[config.mk]
export PLATFORM = sky130hd
export DESIGN_NAME = mano_control_sequencer
export DESIGN_NICKNAME = d
export VERILOG_FILES = /design/src/rtl/mano_control_sequencer_pkg.sv /design/src/rtl/mano_control_sequencer_seq_counter_3.sv /design/src/rtl/mano_control_sequencer.sv
export SDC_FILE = /design/constraint.sdc
export NUM_CORES = 1
export LEC_CHECK = 0
export BUFFER_PORTS_ARGS = -buffer_cell sky130_fd_sc_hd__buf_2
export CORE_MARGIN = 4
export CORE_UTILIZATION = 44
export DETAILED_ROUTE_END_ITERATION = 16
export PLACE_DENSITY_LB_ADDON = 0.05
export SLEW_MARGIN = 10
export SYNTH_ARGS = -nofsm -noshare
export SYNTH_HDL_FRONTEND = slang
export SYNTH_SLANG_ARGS = --single-unit
[constraint.sdc]
create_clock -name CLK -period 2.05 [get_ports CLK]
set_clock_uncertainty 0.2 [all_clocks]
set_input_delay 0.205 -clock CLK [delete_from_list [all_inputs] [get_ports CLK]]
set_output_delay 0.205 -clock CLK [all_outputs]
set_load 0.02 [all_outputs]
[src/rtl/mano_control_sequencer_pkg.sv]
// Shared encodings for the Mano basic-computer control sequencer: timing
// states, common-bus sources, ALU functions, opcodes and register-reference bits.
package mano_control_sequencer_pkg;

  typedef enum logic [2:0] {T0, T1, T2, T3, T4, T5, T6} state_t;

  localparam logic [2:0] BUS_NONE = 3'd0;
  localparam logic [2:0] BUS_AR   = 3'd1;
  localparam logic [2:0] BUS_PC   = 3'd2;
  localparam logic [2:0] BUS_DR   = 3'd3;
  localparam logic [2:0] BUS_AC   = 3'd4;
  localparam logic [2:0] BUS_IR   = 3'd5;
  localparam logic [2:0] BUS_TR   = 3'd6;
  localparam logic [2:0] BUS_MEM  = 3'd7;

  localparam logic [2:0] ALU_AND  = 3'd0;
  localparam logic [2:0] ALU_ADD  = 3'd1;
  localparam logic [2:0] ALU_DR   = 3'd2;
  localparam logic [2:0] ALU_CMA  = 3'd3;
  localparam logic [2:0] ALU_CIR  = 3'd4;
  localparam logic [2:0] ALU_CIL  = 3'd5;

  localparam logic [2:0] OP_AND = 3'd0;
  localparam logic [2:0] OP_ADD = 3'd1;
  localparam logic [2:0] OP_LDA = 3'd2;
  localparam logic [2:0] OP_STA = 3'd3;
  localparam logic [2:0] OP_BUN = 3'd4;
  localparam logic [2:0] OP_BSA = 3'd5;
  localparam logic [2:0] OP_ISZ = 3'd6;
  localparam logic [2:0] OP_REG = 3'd7;

  localparam int unsigned IR_I_BIT = 15;

  localparam logic [3:0] RR_CLA  = 4'd11;
  localparam logic [3:0] RR_CLE  = 4'd10;
  localparam logic [3:0] RR_CMA  = 4'd9;
  localparam logic [3:0] RR_CME  = 4'd8;
  localparam logic [3:0] RR_CIR  = 4'd7;
  localparam logic [3:0] RR_CIL  = 4'd6;
  localparam logic [3:0] RR_INC  = 4'd5;
  localparam logic [3:0] RR_SPA  = 4'd4;
  localparam logic [3:0] RR_SNA  = 4'd3;
  localparam logic [3:0] RR_SZA  = 4'd2;
  localparam logic [3:0] RR_SZE  = 4'd1;
  localparam logic [3:0] RR_HLT  = 4'd0;
  localparam logic [3:0] RR_NONE = 4'd15;

  // Highest set bit wins so that exactly one register-reference op is acted on.
  function automatic logic [3:0] regref_pick(input logic [11:0] rr);
    logic [3:0] pick;
    pick = RR_NONE;
    for (int unsigned k = 0; k < 12; k++)
      if (rr[k]) pick = k[3:0];
    return pick;
  endfunction

endpackage

[src/rtl/mano_control_sequencer_seq_counter_3.sv]
// 3-bit sequence counter with synchronous clear (priority) and increment enable.
module seq_counter_3 (
  input  logic       clk,
  input  logic       clr,
  input  logic       inc,
  output logic [2:0] count
);

  always_ff @(posedge clk) begin
    if (clr)      count <= '0;
    else if (inc) count <= count + 3'd1;
  end

endmodule

[src/rtl/mano_control_sequencer.sv]
// Mano basic-computer control unit: timing sequence, run flag and
// combinational decode of register/memory/bus/ALU strobes.
module mano_control_sequencer
  import mano_control_sequencer_pkg::*;
(
  input  logic        CLK,
  input  logic        RST,
  input  logic        START,
  input  logic [15:0] IR,
  input  logic        AC_ZERO,
  input  logic        AC_SIGN,
  input  logic        E_IN,
  input  logic        DR_ZERO,
  output logic [2:0]  BUS_SEL,
  output logic        AR_LD,
  output logic        AR_INR,
  output logic        PC_LD,
  output logic        PC_INR,
  output logic        DR_LD,
  output logic        DR_INR,
  output logic        AC_LD,
  output logic        AC_CLR,
  output logic        AC_INR,
  output logic        IR_LD,
  output logic        MEM_RD,
  output logic        MEM_WR,
  output logic        E_CLR,
  output logic        E_CMP,
  output logic        E_LD,
  output logic [2:0]  ALU_OP,
  output logic        S_OUT,
  output logic [2:0]  SC_OUT
);

  logic [2:0] sc;
  logic       s;
  logic       ind;
  logic       sc_clr;
  logic       sc_inc;
  logic       halt;
  logic [2:0] op;
  logic [3:0] pick;
  state_t     t;

  assign t      = state_t'(sc);
  assign op     = IR[14:12];
  assign pick   = regref_pick(IR[11:0]);
  assign S_OUT  = s;
  assign SC_OUT = sc;

  seq_counter_3 u_sc (
    .clk   (clk_unused_guard(CLK)),
    .clr   (sc_clr),
    .inc   (sc_inc),
    .count (sc)
  );

  function automatic logic clk_unused_guard(input logic c);
    return c;
  endfunction

  // End-of-instruction detection; reset and the idle state also hold SC at 0.
  always_comb begin
    sc_clr = 1'b0;
    halt   = 1'b0;
    if (RST || !s) begin
      sc_clr = 1'b1;
    end else begin
      case (t)
        T0, T1, T2: sc_clr = 1'b0;
        T3: if (op == OP_REG) begin
              sc_clr = 1'b1;
              halt   = !ind && (pick == RR_HLT);
            end
        T4: sc_clr = (op == OP_STA) || (op == OP_BUN);
        T5: sc_clr = (op != OP_ISZ);
        default: sc_clr = 1'b1;
      endcase
    end
    sc_inc = !sc_clr;
  end

  always_ff @(posedge CLK) begin
    if (RST) begin
      s   <= 1'b0;
      ind <= 1'b0;
    end else begin
      if (!s)        s <= START;
      else if (halt) s <= 1'b0;
      if (s && t == T2) ind <= IR[IR_I_BIT];
    end
  end

  always_comb begin
    BUS_SEL = BUS_NONE;
    ALU_OP  = ALU_AND;
    AR_LD  = 1'b0; AR_INR = 1'b0; PC_LD  = 1'b0; PC_INR = 1'b0;
    DR_LD  = 1'b0; DR_INR = 1'b0; AC_LD  = 1'b0; AC_CLR = 1'b0;
    AC_INR = 1'b0; IR_LD  = 1'b0; MEM_RD = 1'b0; MEM_WR = 1'b0;
    E_CLR  = 1'b0; E_CMP  = 1'b0; E_LD   = 1'b0;
    if (s) begin
      case (t)
        T0: begin BUS_SEL = BUS_PC; AR_LD = 1'b1; end
        T1: begin BUS_SEL = BUS_MEM; MEM_RD = 1'b1; IR_LD = 1'b1; PC_INR = 1'b1; end
        T2: begin BUS_SEL = BUS_IR; AR_LD = 1'b1; end
        T3: begin
          if (op == OP_REG) begin
            if (!ind) begin
              case (pick)
                RR_CLA: AC_CLR = 1'b1;
                RR_CLE: E_CLR  = 1'b1;
                RR_CMA: begin AC_LD = 1'b1; ALU_OP = ALU_CMA; end
                RR_CME: E_CMP  = 1'b1;
                RR_CIR: begin AC_LD = 1'b1; E_LD = 1'b1; ALU_OP = ALU_CIR; end
                RR_CIL: begin AC_LD = 1'b1; E_LD = 1'b1; ALU_OP = ALU_CIL; end
                RR_INC: AC_INR = 1'b1;
                RR_SPA: PC_INR = !AC_SIGN;
                RR_SNA: PC_INR = AC_SIGN;
                RR_SZA: PC_INR = AC_ZERO;
                RR_SZE: PC_INR = !E_IN;
                default: ;
              endcase
            end
          end else if (ind) begin
            BUS_SEL = BUS_MEM; MEM_RD = 1'b1; AR_LD = 1'b1;
          end
        end
        T4: begin
          case (op)
            OP_AND, OP_ADD, OP_LDA, OP_ISZ: begin
              BUS_SEL = BUS_MEM; MEM_RD = 1'b1; DR_LD = 1'b1;
            end
            OP_STA: begin BUS_SEL = BUS_AC; MEM_WR = 1'b1; end
            OP_BUN: begin BUS_SEL = BUS_AR; PC_LD = 1'b1; end
            OP_BSA: begin BUS_SEL = BUS_PC; MEM_WR = 1'b1; AR_INR = 1'b1; end
            default: ;
          endcase
        end
        T5: begin
          case (op)
            OP_AND: begin AC_LD = 1'b1; ALU_OP = ALU_AND; end
            OP_ADD: begin AC_LD = 1'b1; E_LD = 1'b1; ALU_OP = ALU_ADD; end
            OP_LDA: begin AC_LD = 1'b1; ALU_OP = ALU_DR; end
            OP_BSA: begin BUS_SEL = BUS_AR; PC_LD = 1'b1; end
            OP_ISZ: DR_INR = 1'b1;
            default: ;
          endcase
        end
        T6: if (op == OP_ISZ) begin
              BUS_SEL = BUS_DR; MEM_WR = 1'b1; PC_INR = DR_ZERO;
            end
        default: ;
      endcase
    end
  end

endmodule

After elaboration in Yosys (flattened, before gate mapping)
Index checks and enable logic that the tools add are counted.
{ "word_totals": {"reg_bits": 5, "in_bits": 23, "out_inout_bits": 25} }
{ "op_classes": {"add_sub_neg": 1, "eq_ne": 25, "mux": 94, "n_reduce_logical": 18} }
{ "ops": {"columns": ["cell", "count"], "rows": [
  ["$mux 1", 61],
  ["$mux 4", 12],
  ["$eq 3x3->1 const B", 7],
  ["$pmux 3 s7", 1],
  ["$mux 3", 6],
  ["$eq 4x3->1 const B", 4],
  ["$eq 4x4->1 const B", 4],
  ["$eq 3x2->1 const B", 4],
  ["$pmux 3 s4", 1],
  ["$pmux 1 s2", 5],
  ["$pmux 3 s3", 1],
  ["$reduce_or 3->1", 3],
  ["$eq 4x2->1 const B", 2],
  ["$pmux 1 s4", 2],
  ["$eq 3x1->1 const B", 2],
  ["$logic_not 3->1", 2],
  ["$pmux 1 s3", 2],
  ["$pmux 3 s2", 1],
  ["$reduce_or 2->1", 3],
  ["$eq 4x1->1 const B", 1],
  ["$logic_not 1->1", 4],
  ["$logic_not 4->1", 1],
  ["$pmux 2 s2", 1],
  ["$reduce_or 4->1", 1],
  ["5 further kinds", 7]
]} }

Longest topological paths before layout
{ "depth": {"depth_word": 19, "ltp_mapped": 8, "ltp_nobuf": 7} }

Cells and area by module
A second synthesis with hierarchy kept.
{ "hier_totals": {"hier_cells": 151, "hier_area_um2": 949.7} }
{ "modules_own_cells": {"columns": ["module", "instances", "cells_per_inst", "area_each_um2"], "rows": [
  ["mano_control_sequencer", 1, 140, 828.3],
  ["seq_counter_3", 1, 11, 121.4]
]} }

Worst setup path before layout
No wires, ideal clock.
{ "synth_path": {"kind": "register to output", "startpoint": "reg u_sc.count[0]", "endpoint": "out AC_INR", "arrival_time_ps": 1929, "t_required_ps": 1645, "slack_ps": -284, "path_stages_with_launch": 6, "path_buffers": 0, "cell_sequence": "dfxtp_1 > ha_1 > ha_1 > nor3b_2 > nand2_1 > nor4_1"} }
{ "synth_via": {"elab_chain_cells": 3} }
{ "synth_lines": {"columns": ["element", "line_no", "text"], "rows": [
  ["start: declaration", "mano_control_sequencer_seq_counter_3.sv:6", "output logic [2:0] count"],
  ["start signal: assignment", "mano_control_sequencer_seq_counter_3.sv:11", "else if (inc) count <= count + 3'd1;"],
  ["$eq 3x2->1", "mano_control_sequencer.sv:102", "case (t)"],
  ["$mux 1", "mano_control_sequencer.sv:102", null],
  ["$mux 1", "mano_control_sequencer.sv:101", "if (s) begin"],
  ["end: declaration", "mano_control_sequencer.sv:23", "output logic AC_INR,"]
]} }
No other way between the ends.

Final worst setup path
{ "layout_path": {"startpoint": "reg u_sc.count[0]", "endpoint": "out BUS_SEL[0]"} }
{ "layout_via": {"elab_chain_cells": 3, "word_cells_on_any_way": 9, "cone_classes": "eq/ne (6); mux (2); reduce/logical (1)"} }
{ "layout_lines": {"columns": ["element", "line_no", "text"], "rows": [
  ["$eq 3x3->1 (tied with other cells)", "mano_control_sequencer.sv:102", null],
  ["$pmux 3 s7 (*)", "mano_control_sequencer.sv:102", null],
  ["$mux 3 (*)", "mano_control_sequencer.sv:101", null],
  ["end: declaration", "mano_control_sequencer.sv:14", "output logic [2:0] BUS_SEL,"]
]} }
Every way passes the cells marked *; elsewhere a longest branch is shown, timed or not.

==> flow_summary.ini <==
[timing]
max_slew_margin_pct = 59.5
whs_ns = 0.100
slew_violations = 0
fin_crit_sh_pct = 111
fin_ws_ns = -0.228
rsz0062_at_grt = true
finalHoldViolCount = 0
max_freq_mhz = 439
worst_slew_pin_slew_ns = 0.606
setup-violations-final = 14
post-route-min-period_ns = 2.28

[power_and_ir_drop]
switchingPower_uw = 171
ir_drop_v = 0.000372
clockPowerShare_pct = 28.0
seqPwrFrac_pct = 24.4
leakage_uw = 0.000662
p_int_uw = 255
power_density_nw_per_um2 = 269
comb_power_share_pct = 47.6
switching_share_pct = 40.1

[setup_path]
crit_required_ns = 1.64
path_max_fanout = 4
critPathArrivalTime_ns = 1.87
crit_slowest_cell = dfxtp_4
path_class = flop to primary output
startpoint = u_sc.count[0]
slowest_delay_ns = 0.36
crit_chain = ha_4 -> ha_4 -> buf_4 -> buf_6 -> nand3_2 -> o21ai_2 -> nor2_2 -> a31oi_2 -> buf_4
critPathCaptureType = primary output
worstSetupStartpointType = flop
r2r-start = u_sc.count[0]
rrSetupSlack_ns = 0.18

[clock_tree]
cts.sinks = 5
htree_levels = 1
cts_buffer_depth = 2
cts_buffers = 3
cts_tree = yes
ctsRootBufferMaster = clkbuf_4
path_clk_slew_ns = 0.05
clkLatencyLatePin_ns = 0.25

[placement]
port_buffers = 47
place_area_um2 = 1240
gp_congestion = 0.847
dp_hpwl_mm = 2.44
dpl.cell_count = 207

[detailed_routing]
routed_wl_mm = 4.34
vias = 1413
drt-wirelength-per-cell_um = 19.5
ant_nets = 0
vias_per_cell = 6.34
drc = 0
drt-pass1-iter-count = 5
drt-initial-drc-count = 146

[floorplanning]
ios = 48
start_util_pct = 48.3
die_y_um = 52.5
die_area_um2 = 2750
core_area_um2 = 1800
rows = 15
die_x_um = 52.5

[logic_synthesis]
synth_top_area_share_pct = 11.5
netlist_area_um2 = 871
synth_area_leaders = dfxtp_1, nor2_1, ha_1
synth_edf_count = 0
yosysMostFrequentCell = nor2_1
syn-num-nets = 158
syn_inst = 130
synthDistinctLibCells = 44
synth.top_cells.by_count = nor2_1, nand2_1, inv_1
ys_ff_latch = 5
yosys_warnings = 0
seq_area_frac_synth_pct = 11.5
syn_area_per_cell_um2 = 6.70
yosys_most_used_dff = dfxtp_1
netlist.top_cell.by_area = dfxtp_1
async_flop_share_pct = 0

[cells_and_area]
instances_no_fill = 223
final_area_um2 = 1580
drive_above_1_share_pct = 57.1
syn_to_final_growth_pct = 81.6
final_nets = 227
antenna_cells = 0

[global_route]
grt_pass1_wl_mm = 5.33
grt_start_max_net_pins = 12
grt_antenna_before_repair = 0
grt.total_usage_pct = 25.7
grt_pass1_vias = 1220
gr-total-overflow = 0

[run_status]
violations = negative setup slack
status = finished with violations

[run]
drv_cap = 0

[min_path]
hold_class = primary input to flop
hold_start = START
-- per-layer routing --
layer / GRT usage (%) / part of all wire (%) / up-vias
met5: 0 / 0 / -
met4: 11.1 / 6.2 / 0
met3: 3.42 / 11 / 34
met2: 46.7 / 47 / 131
met1: 29.5 / 35 / 633
li1: - / - / 615
-- worst max-delay path, delay by kind of cell, from the launching register on --
kind	cells	cell delay, ns
simple gates	2	0.28
buf+inv	3	0.44
flops	1	0.36
compound gates	2	0.24
fa+ha+maj	2	0.31
-- logic make-up (layout without fill, tap and decap cells) --
family	after synthesis	after routing	share of synthesized area [%]
and+or+nand+nor	72	72	43.5
AOI/OAI and AO/OA	32	32	28.2
buffers and inverters	13	81	5.89
adders and majority gates	5	5	7.18
DFF	5	5	11.5
muxes	3	3	3.74
-- power groups by stage --
stage	clock network [µW]	logic (µW)	registers, µW
3_5_place_dp	0	157	106
6_report	119	203	104
5_1_grt	128	214	104
2_1_floorplan	0	84.7	109
4_1_cts	120	172	103
3_3_place_gp	0	153	106
-- final timing paths --
| path | to | cells after the start |
|---|---|---|
| worst max-delay path | BUS_SEL[0] | 9 |
| worst min-delay path | S_OUT | 3 |
| worst max register to register | u_sc.count[0] | 7 |
| worst min register to register | ind | 2 |
-- area by class of cell --
cell class                      instances  area (µm²)
Clock buffer                            4        26.3
Fill cell                              84         220
Inverter                                9        33.8
Multi-Input combinational cell        112         918
Sequential cell                         5         109
Tap cell                               25        31.3
Timing Repair Buffer                   68         463
-- registers in the layout (all words and copies together) (netlist names) --
register and count:
u_sc.count 3, S_OUT 1, ind 1
-- stage by stage --
| stage | setup slack [ns] | total power [µW] | TNS (ns) | utilization (%) |
|---|---|---|---|---|
| after floorplan | 0.000110 | 194 | 0 | - |
| after global placement | 0.0776 | 259 | 0 | 69.0 |
| after detailed placement | -0.0241 | 263 | -0.0241 | 69.0 |
| after CTS | -0.102 | 396 | -0.584 | 80.7 |
| after global routing | -0.299 | 446 | -3.17 | 87.8 |
| final | -0.228 | 426 | -2.32 | 87.8 |
-- cell usage in the layout (no fill, tap or decap), drive strengths merged, types with 2 or more instances in the layout --
cell type    count
buf             66
nor2            24
nand2           16
inv              9
a31oi            7
a21oi            6
nand3            6
o21ai            6
ha               5
nor3             5
nor4             5
dfxtp            5
clkbuf           4
nor2b            3
nand2b           3
nand3b           2
and3             2
dlygate4sd3      2
mux2             2
nor3b            2
o311ai           2
a211oi           2
-- repair_timing --
action,in CTS,in global routing
hold buffers,2,0
endpoints found under the setup margin,15,15
buffers inserted,6,4
gates resized for setup,31,21
pin swaps,8,7
hold endpoints to repair,2,0
No activity file was read; power rests on OpenSTA's default activity.
